## src/rtl/framebuffer_store_pkg.sv

```systemverilog
// Shared definitions for the framebuffer write (store) and read (fetch) paths:
// controller state encoding, frame geometry defaults and idle-timer helpers.
package framebuffer_store_pkg;

  // 64x32 pixels, RGB565, two bytes per pixel
  localparam int FB_FRAME_BYTES = 4096;
  localparam int FB_ADDR_WIDTH  = 12;

  // 1 ms at 53.2 MHz
  localparam logic [15:0] FB_IDLE_TIMEOUT = 16'd53200;

  localparam int TIMER_WIDTH = 16;

  typedef enum logic [1:0] {
    ST_IDLE    = 2'd0,
    ST_RECEIVE = 2'd1,
    ST_WRITE   = 2'd2
  } fb_state_t;

  // Count value at which the idle timer flags expiry. The timer reads 1 in the
  // first cycle after it is cleared, so it reaches 'limit' in the cycle that
  // lies 'limit' cycles after the clearing event; the value one below that is
  // the one the controller must act on to present its pulse exactly then.
  function automatic logic [TIMER_WIDTH-1:0] timer_terminal(input logic [TIMER_WIDTH-1:0] limit);
    return limit - 16'd1;
  endfunction

endpackage

```

## src/rtl/framebuffer_store_timer.sv

```systemverilog
// Idle counter for the store controller: counts cycles since the last clear
// and raises a terminal-count flag when a partial frame has gone stale.
module framebuffer_store_timer
  import framebuffer_store_pkg::*;
#(
  parameter logic [TIMER_WIDTH-1:0] LIMIT = FB_IDLE_TIMEOUT
) (
  input  logic clk_in,
  input  logic reset,
  input  logic clear,
  output logic terminal
);

  logic [TIMER_WIDTH-1:0] count;

  // Elapsed-cycle counter; the clearing edge is itself the first elapsed cycle
  // and the count saturates once the terminal value is reached
  always_ff @(posedge clk_in or posedge reset) begin
    if (reset) begin
      count <= 16'd0;
    end else if (clear) begin
      count <= 16'd1;
    end else if (!terminal) begin
      count <= count + 16'd1;
    end else begin
      count <= count;
    end
  end

  assign terminal = (count == timer_terminal(LIMIT));

endmodule

```

## src/rtl/framebuffer_store.sv

```systemverilog
// Framebuffer store controller: turns a stream of received bytes into
// sequential byte writes on framebuffer port A, one frame at a time, with
// an idle timeout that abandons frames whose byte stream stalls.
module framebuffer_store
  import framebuffer_store_pkg::*;
#(
  parameter int          FRAME_BYTES  = FB_FRAME_BYTES,
  parameter int          ADDR_WIDTH   = FB_ADDR_WIDTH,
  parameter logic [15:0] IDLE_TIMEOUT = FB_IDLE_TIMEOUT
) (
  input  logic                  clk_in,
  input  logic                  reset,
  input  logic [7:0]            rx_data,
  input  logic                  rx_valid,
  input  logic                  frame_start,
  output logic [ADDR_WIDTH-1:0] ram_addr,
  output logic [7:0]            ram_data_out,
  output logic                  ram_clk_enable,
  output logic                  ram_write_enable,
  output logic                  busy,
  output logic                  frame_done,
  output logic                  frame_error
);

  localparam logic [ADDR_WIDTH-1:0] LAST_ADDR = ADDR_WIDTH'(FRAME_BYTES - 1);
  localparam logic [ADDR_WIDTH-1:0] ADDR_ONE  = ADDR_WIDTH'(1);
  localparam logic [ADDR_WIDTH-1:0] ADDR_ZERO = ADDR_WIDTH'(0);

  fb_state_t             state;
  logic [ADDR_WIDTH-1:0] addr;        // address the next accepted byte goes to
  logic                  last_write;  // the write now on the port ends the frame
  logic                  timer_clear;
  logic                  timeout;

  // The idle timer only runs while a frame is open and no byte or restart arrives
  always_comb begin
    timer_clear = 1'b0;
    if ((state == ST_IDLE) || frame_start || rx_valid) begin
      timer_clear = 1'b1;
    end else begin
      timer_clear = 1'b0;
    end
  end

  framebuffer_store_timer #(
    .LIMIT(IDLE_TIMEOUT)
  ) u_timer (
    .clk_in  (clk_in),
    .reset   (reset),
    .clear   (timer_clear),
    .terminal(timeout)
  );

  // Controller FSM; every port output is a register updated here. A byte
  // accepted in RECEIVE or WRITE is presented on the port in the next cycle,
  // and the address advances as the write is issued.
  always_ff @(posedge clk_in or posedge reset) begin
    if (reset) begin
      state            <= ST_IDLE;
      addr             <= ADDR_ZERO;
      last_write       <= 1'b0;
      ram_addr         <= ADDR_ZERO;
      ram_data_out     <= 8'd0;
      ram_clk_enable   <= 1'b0;
      ram_write_enable <= 1'b0;
      busy             <= 1'b0;
      frame_done       <= 1'b0;
      frame_error      <= 1'b0;
    end else begin
      ram_clk_enable   <= 1'b0;
      ram_write_enable <= 1'b0;
      frame_done       <= 1'b0;
      frame_error      <= 1'b0;
      case (state)
        ST_IDLE: begin
          if (frame_start) begin
            addr  <= ADDR_ZERO;
            state <= ST_RECEIVE;
            busy  <= 1'b1;
          end else begin
            busy  <= 1'b0;
          end
        end
        ST_RECEIVE: begin
          if (frame_start) begin
            // restart wins over a coincident byte, which is dropped
            addr  <= ADDR_ZERO;
            state <= ST_RECEIVE;
            busy  <= 1'b1;
          end else if (rx_valid) begin
            ram_clk_enable   <= 1'b1;
            ram_write_enable <= 1'b1;
            ram_addr         <= addr;
            ram_data_out     <= rx_data;
            last_write       <= (addr == LAST_ADDR);
            addr             <= addr + ADDR_ONE;
            state            <= ST_WRITE;
            busy             <= 1'b1;
          end else if (timeout) begin
            frame_error <= 1'b1;
            addr        <= ADDR_ZERO;
            state       <= ST_IDLE;
            busy        <= 1'b0;
          end else begin
            busy <= 1'b1;
          end
        end
        ST_WRITE: begin
          if (frame_start) begin
            // the write already on the port completes; the frame restarts
            addr  <= ADDR_ZERO;
            state <= ST_RECEIVE;
            busy  <= 1'b1;
          end else if (last_write) begin
            frame_done <= 1'b1;
            addr       <= ADDR_ZERO;
            state      <= ST_IDLE;
            busy       <= 1'b0;
          end else if (rx_valid) begin
            // back-to-back byte: issue the following write immediately
            ram_clk_enable   <= 1'b1;
            ram_write_enable <= 1'b1;
            ram_addr         <= addr;
            ram_data_out     <= rx_data;
            last_write       <= (addr == LAST_ADDR);
            addr             <= addr + ADDR_ONE;
            state            <= ST_WRITE;
            busy             <= 1'b1;
          end else begin
            state <= ST_RECEIVE;
            busy  <= 1'b1;
          end
        end
        default: begin
          state <= ST_IDLE;
          addr  <= ADDR_ZERO;
          busy  <= 1'b0;
        end
      endcase
    end
  end

endmodule
```

## config.mk

```make
export PLATFORM = sky130hd
export DESIGN_NAME = framebuffer_store
export DESIGN_NICKNAME = d
export VERILOG_FILES = /design/src/rtl/framebuffer_store_pkg.sv /design/src/rtl/framebuffer_store_timer.sv /design/src/rtl/framebuffer_store.sv
export SDC_FILE = /design/constraint.sdc
export NUM_CORES = 1
export LEC_CHECK = 0
export ABC_AREA = 1
export BUFFER_PORTS_ARGS = -buffer_cell sky130_fd_sc_hd__buf_2
export CORE_MARGIN = 4
export CORE_UTILIZATION = 43
export DETAILED_ROUTE_END_ITERATION = 10
export SETUP_SLACK_MARGIN = 0.2
export SLEW_MARGIN = 20
export SYNTH_ARGS = -nofsm -noshare
export SYNTH_HDL_FRONTEND = slang
export SYNTH_SLANG_ARGS = --single-unit
```

## constraint.sdc

```tcl
create_clock -name clk_in -period 1.5 [get_ports clk_in]
set_input_delay 0.075 -clock clk_in [delete_from_list [all_inputs] [get_ports clk_in]]
set_output_delay 0.075 -clock clk_in [all_outputs]
set_load 0.1 [all_outputs]
```

---- After elaboration in Yosys (flattened, before gate mapping) ----
Index checks and enable logic that the tools add are counted.
word-level totals
  bits in registers ....................... 55
  output and inout port bits .............. 25
cells by class
  $add $sub $neg .......................... 2
  eq/ne operators ......................... 12
  mux-type cells .......................... 54
  reductions and logical operators ........ 8
operator list
  operator                                                         count
  12-bit two-way mux                                               11
  12-bit one-hot mux with 3 select lines                           1
  16-bit two-way mux                                               2
  8-bit two-way mux                                                4
  12-bit one-hot mux with 2 select lines                           1
  1-bit two-way mux                                                23
  16-bit by 1-bit adder with 16-bit output, second input constant  1
  16-bit == test, second input constant                            1
  8-bit one-hot mux with 2 select lines                            1
  2-bit two-way mux                                                7
  12-bit by 1-bit adder with 12-bit output, second input constant  1
  12-bit == test, second input constant                            1
  2-bit != test, second input constant                             6
  4-bit != test, second input constant                             2
  4-bit AND reduction                                              2
  2-bit one-hot mux with 3 select lines                            1
  1-bit one-hot mux with 2 select lines                            2
  1-bit one-hot mux with 3 select lines                            1
  3-bit AND reduction                                              1
  2-bit by 1-bit == test with 1-bit output, second input constant  1
  2-bit == test, second input constant                             1
  2-bit logical NOT                                                1
  1-bit logical OR                                                 2
  2-bit AND reduction                                              1
  2-bit nonzero test                                               1

---- Depth between registers and ports, before layout ----
  depth in word-level cells ............... 5
  gate-level depth with buffers ........... 10
  mapped depth without buffers ............ 10

---- By module ----
From an unflattened synthesis, not the netlist that was laid out.
unflattened totals
  cell total of the unflattened synthesis .. 381
  area total of the unflattened synthesis .. 2852.7 um^2
modules (own cells, without submodules)
  module                   instances  cells an instance  area each (um^2)  sequential area each (um^2)
  framebuffer_store        1          247                1911.8            975.9
  framebuffer_store_timer  1          134                940.9             400.4

---- Worst setup path after synthesis ----
No wires, ideal clock.
  path type ............................... flip-flop to flip-flop
  start point ............................. reg state[0]
  end point ............................... reg ram_addr[0]
  arrival time ............................ 1521 ps
  setup slack ............................. -146 ps
  cell stages (with the launch flop) ...... 8
  path buffers ............................ 1
  clock period less this slack ............ 1646 ps
  cell sequence ........................... dfrtp_1 inv_1 ha_1 nand2_2 o21ai_2 nand3_4 buf_6 mux2_4
between the ends
  cells in the longest elaborated chain, start to end .. 3
  elaborated cells between the ends (all ways) .. 8
  classes of those cells .................. 5 x eq/ne; 1 x mux; 2 x reduce/logical
RTL lines
  item                                                                       line                      source
  start, declared                                                            framebuffer_store.sv:29   fb_state_t state;
  start signal, assigned                                                     framebuffer_store.sv:59   state <= ST_IDLE;
  start signal, assigned                                                     framebuffer_store.sv:78   state <= ST_RECEIVE;
  start signal, assigned                                                     framebuffer_store.sv:88   state <= ST_RECEIVE;
  2-bit == test or 2-bit by 1-bit == test with 1-bit output (tied branches)  framebuffer_store.sv:74   case (state)
  2-bit != test (no source line) or 2-bit nonzero test (tied branches)       -
  4-bit AND reduction (no source line)                                       -
  end signal, assigned                                                       framebuffer_store.sv:93   ram_addr <= addr;
  end signal, assigned                                                       framebuffer_store.sv:123  ram_addr <= addr;
  end, declared                                                              framebuffer_store.sv:16   output logic [ADDR_WIDTH-1:0] ram_addr,
Several ways; a longest one is shown, not always the timed one.
A chain may end at the register's enable or synchronous reset.

---- Worst setup path after layout ----
  start point ............................. reg state[0]
  end point ............................... reg ram_data_out[6]
between the ends
  cells in the longest elaborated chain, start to end .. 3
  elaborated cells between the ends (all ways) .. 8
  classes of those cells .................. 5 x eq/ne; 1 x mux; 2 x reduce/logical
RTL lines
  item                                                                       line                      source
  2-bit == test or 2-bit by 1-bit == test with 1-bit output (tied branches)  framebuffer_store.sv:74
  2-bit != test (no source line) or 2-bit nonzero test (tied branches)       -
  4-bit AND reduction (no source line)                                       -
  end signal, assigned                                                       framebuffer_store.sv:94   ram_data_out <= rx_data;
  end signal, assigned                                                       framebuffer_store.sv:124  ram_data_out <= rx_data;
  end, declared                                                              framebuffer_store.sv:17   output logic [7:0] ram_data_out,
Several ways; a longest one is shown, not always the timed one.

==> run metrics <==
Setup crit start kind=register; Leakage=1.99 nW; CTS tree=done; IO buf count=36; fin crit period=1540 ps; flop-to-flop setup slack=-40 ps; fin crit share=1.03; Required @ worst endpoint=1710 ps; Power Total=5.53 mW; Slew headroom=0.668; routability-driven placement congestion ratio=0.854; Post-Syn Nets=343; Reg clk slew, reported paths=110 ps; slowest CP cell=dfrtp_1; #FFs+latches synth=55; Critical Path Sink Type=register; Final Core Density=0.651; Die Height=88.9 µm; Synth area leader=dfrtp_1; CTS max path bufs=2; Worst-Margin Slew=502 ps; Design Area, Final=0.00413 mm²; mapped cell area=0.00282 mm²; FF-to-FF End=ram_data_out[6]; commonest non-fill, non-tap cell in the layout=nand2_1; pwr/cell area=1340 mW/mm²; area of placed instances=0.00340 mm²; Final WS setup=-39.7 ps; WP data arrival=1750 ps; post-route ant nets=0; gr usage total=0.177; # IOs=37; initial DRC count=99; Initial Util=0.444; Die Width=88.9 µm; Hold EP=state[0]; Reg2Reg Depth=7; synth top area cells=dfrtp_1, nand2_1, inv_1, xor2_1, nor2_1; H-tree lvl count=2; sequential fraction of the synthesis area=0.489; Worst VDD drop=1100 µV; Via density=4.83; Yosys warnings=0; run status=finished, violations left; CORE AREA=0.00635 mm²; remaining global-route overflow=0; Yosys top cell area share=0.489; Max Cap Viol=0; Finish-stage setup viols=18; mean routed wirelength per cell=13.9 µm; Max Freq=649 MHz; largest net degree at the start of global routing=36; first-pass GRT wire length=10800 µm; share of layout cells above drive strength 1=0.467; Setup Skew=6.13 ps; number of remaining DRC errors=0; die area=0.00791 mm²; Avg Inst Size Synth=8.67 µm²; # fillers=491; clock root buffer=clkbuf_8; dpl ws=-69.3 ps; Yosys cell types=33; row count=29; via count=2461; antenna violations before repair=0; NumNets Final=450; ant diodes=0; most frequent cells in the layout=nand2_1, dfrtp_1, buf_4, buf_2, inv_1; endpoints failing hold=0; peak per-stage delay on the critical path=420 ps; worst-path maximum fanout=20; Post-Route WL=7070 µm; Num CTS Buffers=5; Pins Over Slew Limit=0; unrepaired setup endpoints after global routing=true; dpl hpwl=4620 µm; P&R area growth vs syn=46.8%; failing checks=negative setup slack; Hold Path Class=in2reg; Min-Delay Path Depth=4; vias in the first global route=2385; Mapped Cells=325; startpoint of the worst hold path=frame_start; Skew-Pair Late Insertion Delay=310 ps; worst reg2reg path startpoint=state[0]; CTS Sinks=55; worst-path cell chain=buf_4 -> ha_4 -> inv_2 -> o21ai_2 -> nand3_4 -> buf_12 -> mux2_2; setup TNS=-460 ps; WS Path Type=reg2reg; First-pass DRT Iterations=4
==> stage by stage <==
step	cells	hold WS [ps]
6_report	510	131
5_1_grt	510	154
3_3_place_gp	471	117
3_5_place_dp	471	127
4_1_cts	495	111
2_1_floorplan	325	149
==> Yosys cell counts <==
master    instances
nand2_2           5
nand2_4           1
or2_2             2
mux2_4            4
nand2_1          72
nor2_2            2
o21ai_1           8
o211ai_1          1
xor2_1           13
a21oi_4           1
ha_1              6
nor3_1           11
a31o_2            1
o21ai_0          16
nand3_1          16
a21oi_1          12
inv_1            42
buf_4             1
mux2_2            8
clkbuf_1          1
and3_1            1
nor2_1           29
nand3_2           2
buf_6             2
a211oi_1          1
nand3_4           1
nand3b_1          1
inv_2             3
and2_1            1
buf_2             1
nand4_1           4
dfrtp_1          55
o21ai_2           1
==> critical path, delay by kind of cell, from the launching register on <==
kind / cells / cell delay (ps)
DFF: 1 / 420
and+or+nand+nor: 1 / 70
adders and majority gates: 1 / 150
muxes: 1 / 340
AOI/OAI and AO/OA: 1 / 70
buffers and inverters: 3 / 380
==> logic make-up (layout without fill, tap and decap cells) <==
group	Yosys count	count (layout)	synth area share
and+or+nand+nor	148	149	0.236
buffers and inverters	50	157	0.0737
muxes	12	12	0.0533
adders and majority gates	6	6	0.0267
xor gates and xnor gates	13	13	0.0404
DFF	55	55	0.489
AOI/OAI and AO/OA	41	41	0.0813
==> final cells by class <==
cell class              count  area (µm²)  share of cell area
multi-input cells         221        1570               0.380
flip-flops and latches     55        1380               0.334
repair buffers            104         813               0.197
inverters                  45         178              0.0430
well taps                  77        96.3              0.0233
clock buffers               5        68.8              0.0166
clock inverters             3        26.3             0.00636
==> layer usage <==
layer | up-vias | wire [µm] | share of wire | GRT usage
met2 | 34 | 3590 | 0.51 | 0.296
met5 | - | 0 | 0 | 0
met1 | 1158 | 3170 | 0.45 | 0.235
met4 | 0 | 110 | 0.016 | 0.0555
li1 | 1259 | - | - | -
met3 | 10 | 199 | 0.028 | 0.0286
==> state kept, by name, summed over array words and instances, names as in the netlist <==
signal and cells:
addr 12, u_timer.count 16, ram_data_out 8, state 2, ram_addr 12, frame_error 1
ram_write_enable 1, busy 1, last_write 1, frame_done 1
==> report_power, final <==
part / internal, mW / switching [mW]
clock network: 0.345 / 0.531
registers: 1.67 / 0.103
logic: 0.900 / 1.98
total: 2.92 / 2.61
==> timing repair <==
action,CTS,global route
resized for setup,30,78
hold buffers,9,0
buffers inserted,6,15
setup endpoints to repair,53,54
cloned,1,0
hold endpoints to repair,28,0
pin swaps,14,20
==> how the worst max path moves through the flow <==
stage | startpoint | cells after the start | to
after floorplan | state[1] | 7 | ram_addr[0]
after CTS | state[1] | 7 | ram_addr[2]
after detailed placement | state[1] | 7 | ram_addr[1]
final | state[0] | 7 | ram_data_out[6]
after global placement | state[0] | 9 | addr[9]
after global routing | state[0] | 9 | addr[8]
Power figures use the tool's default switching activity.
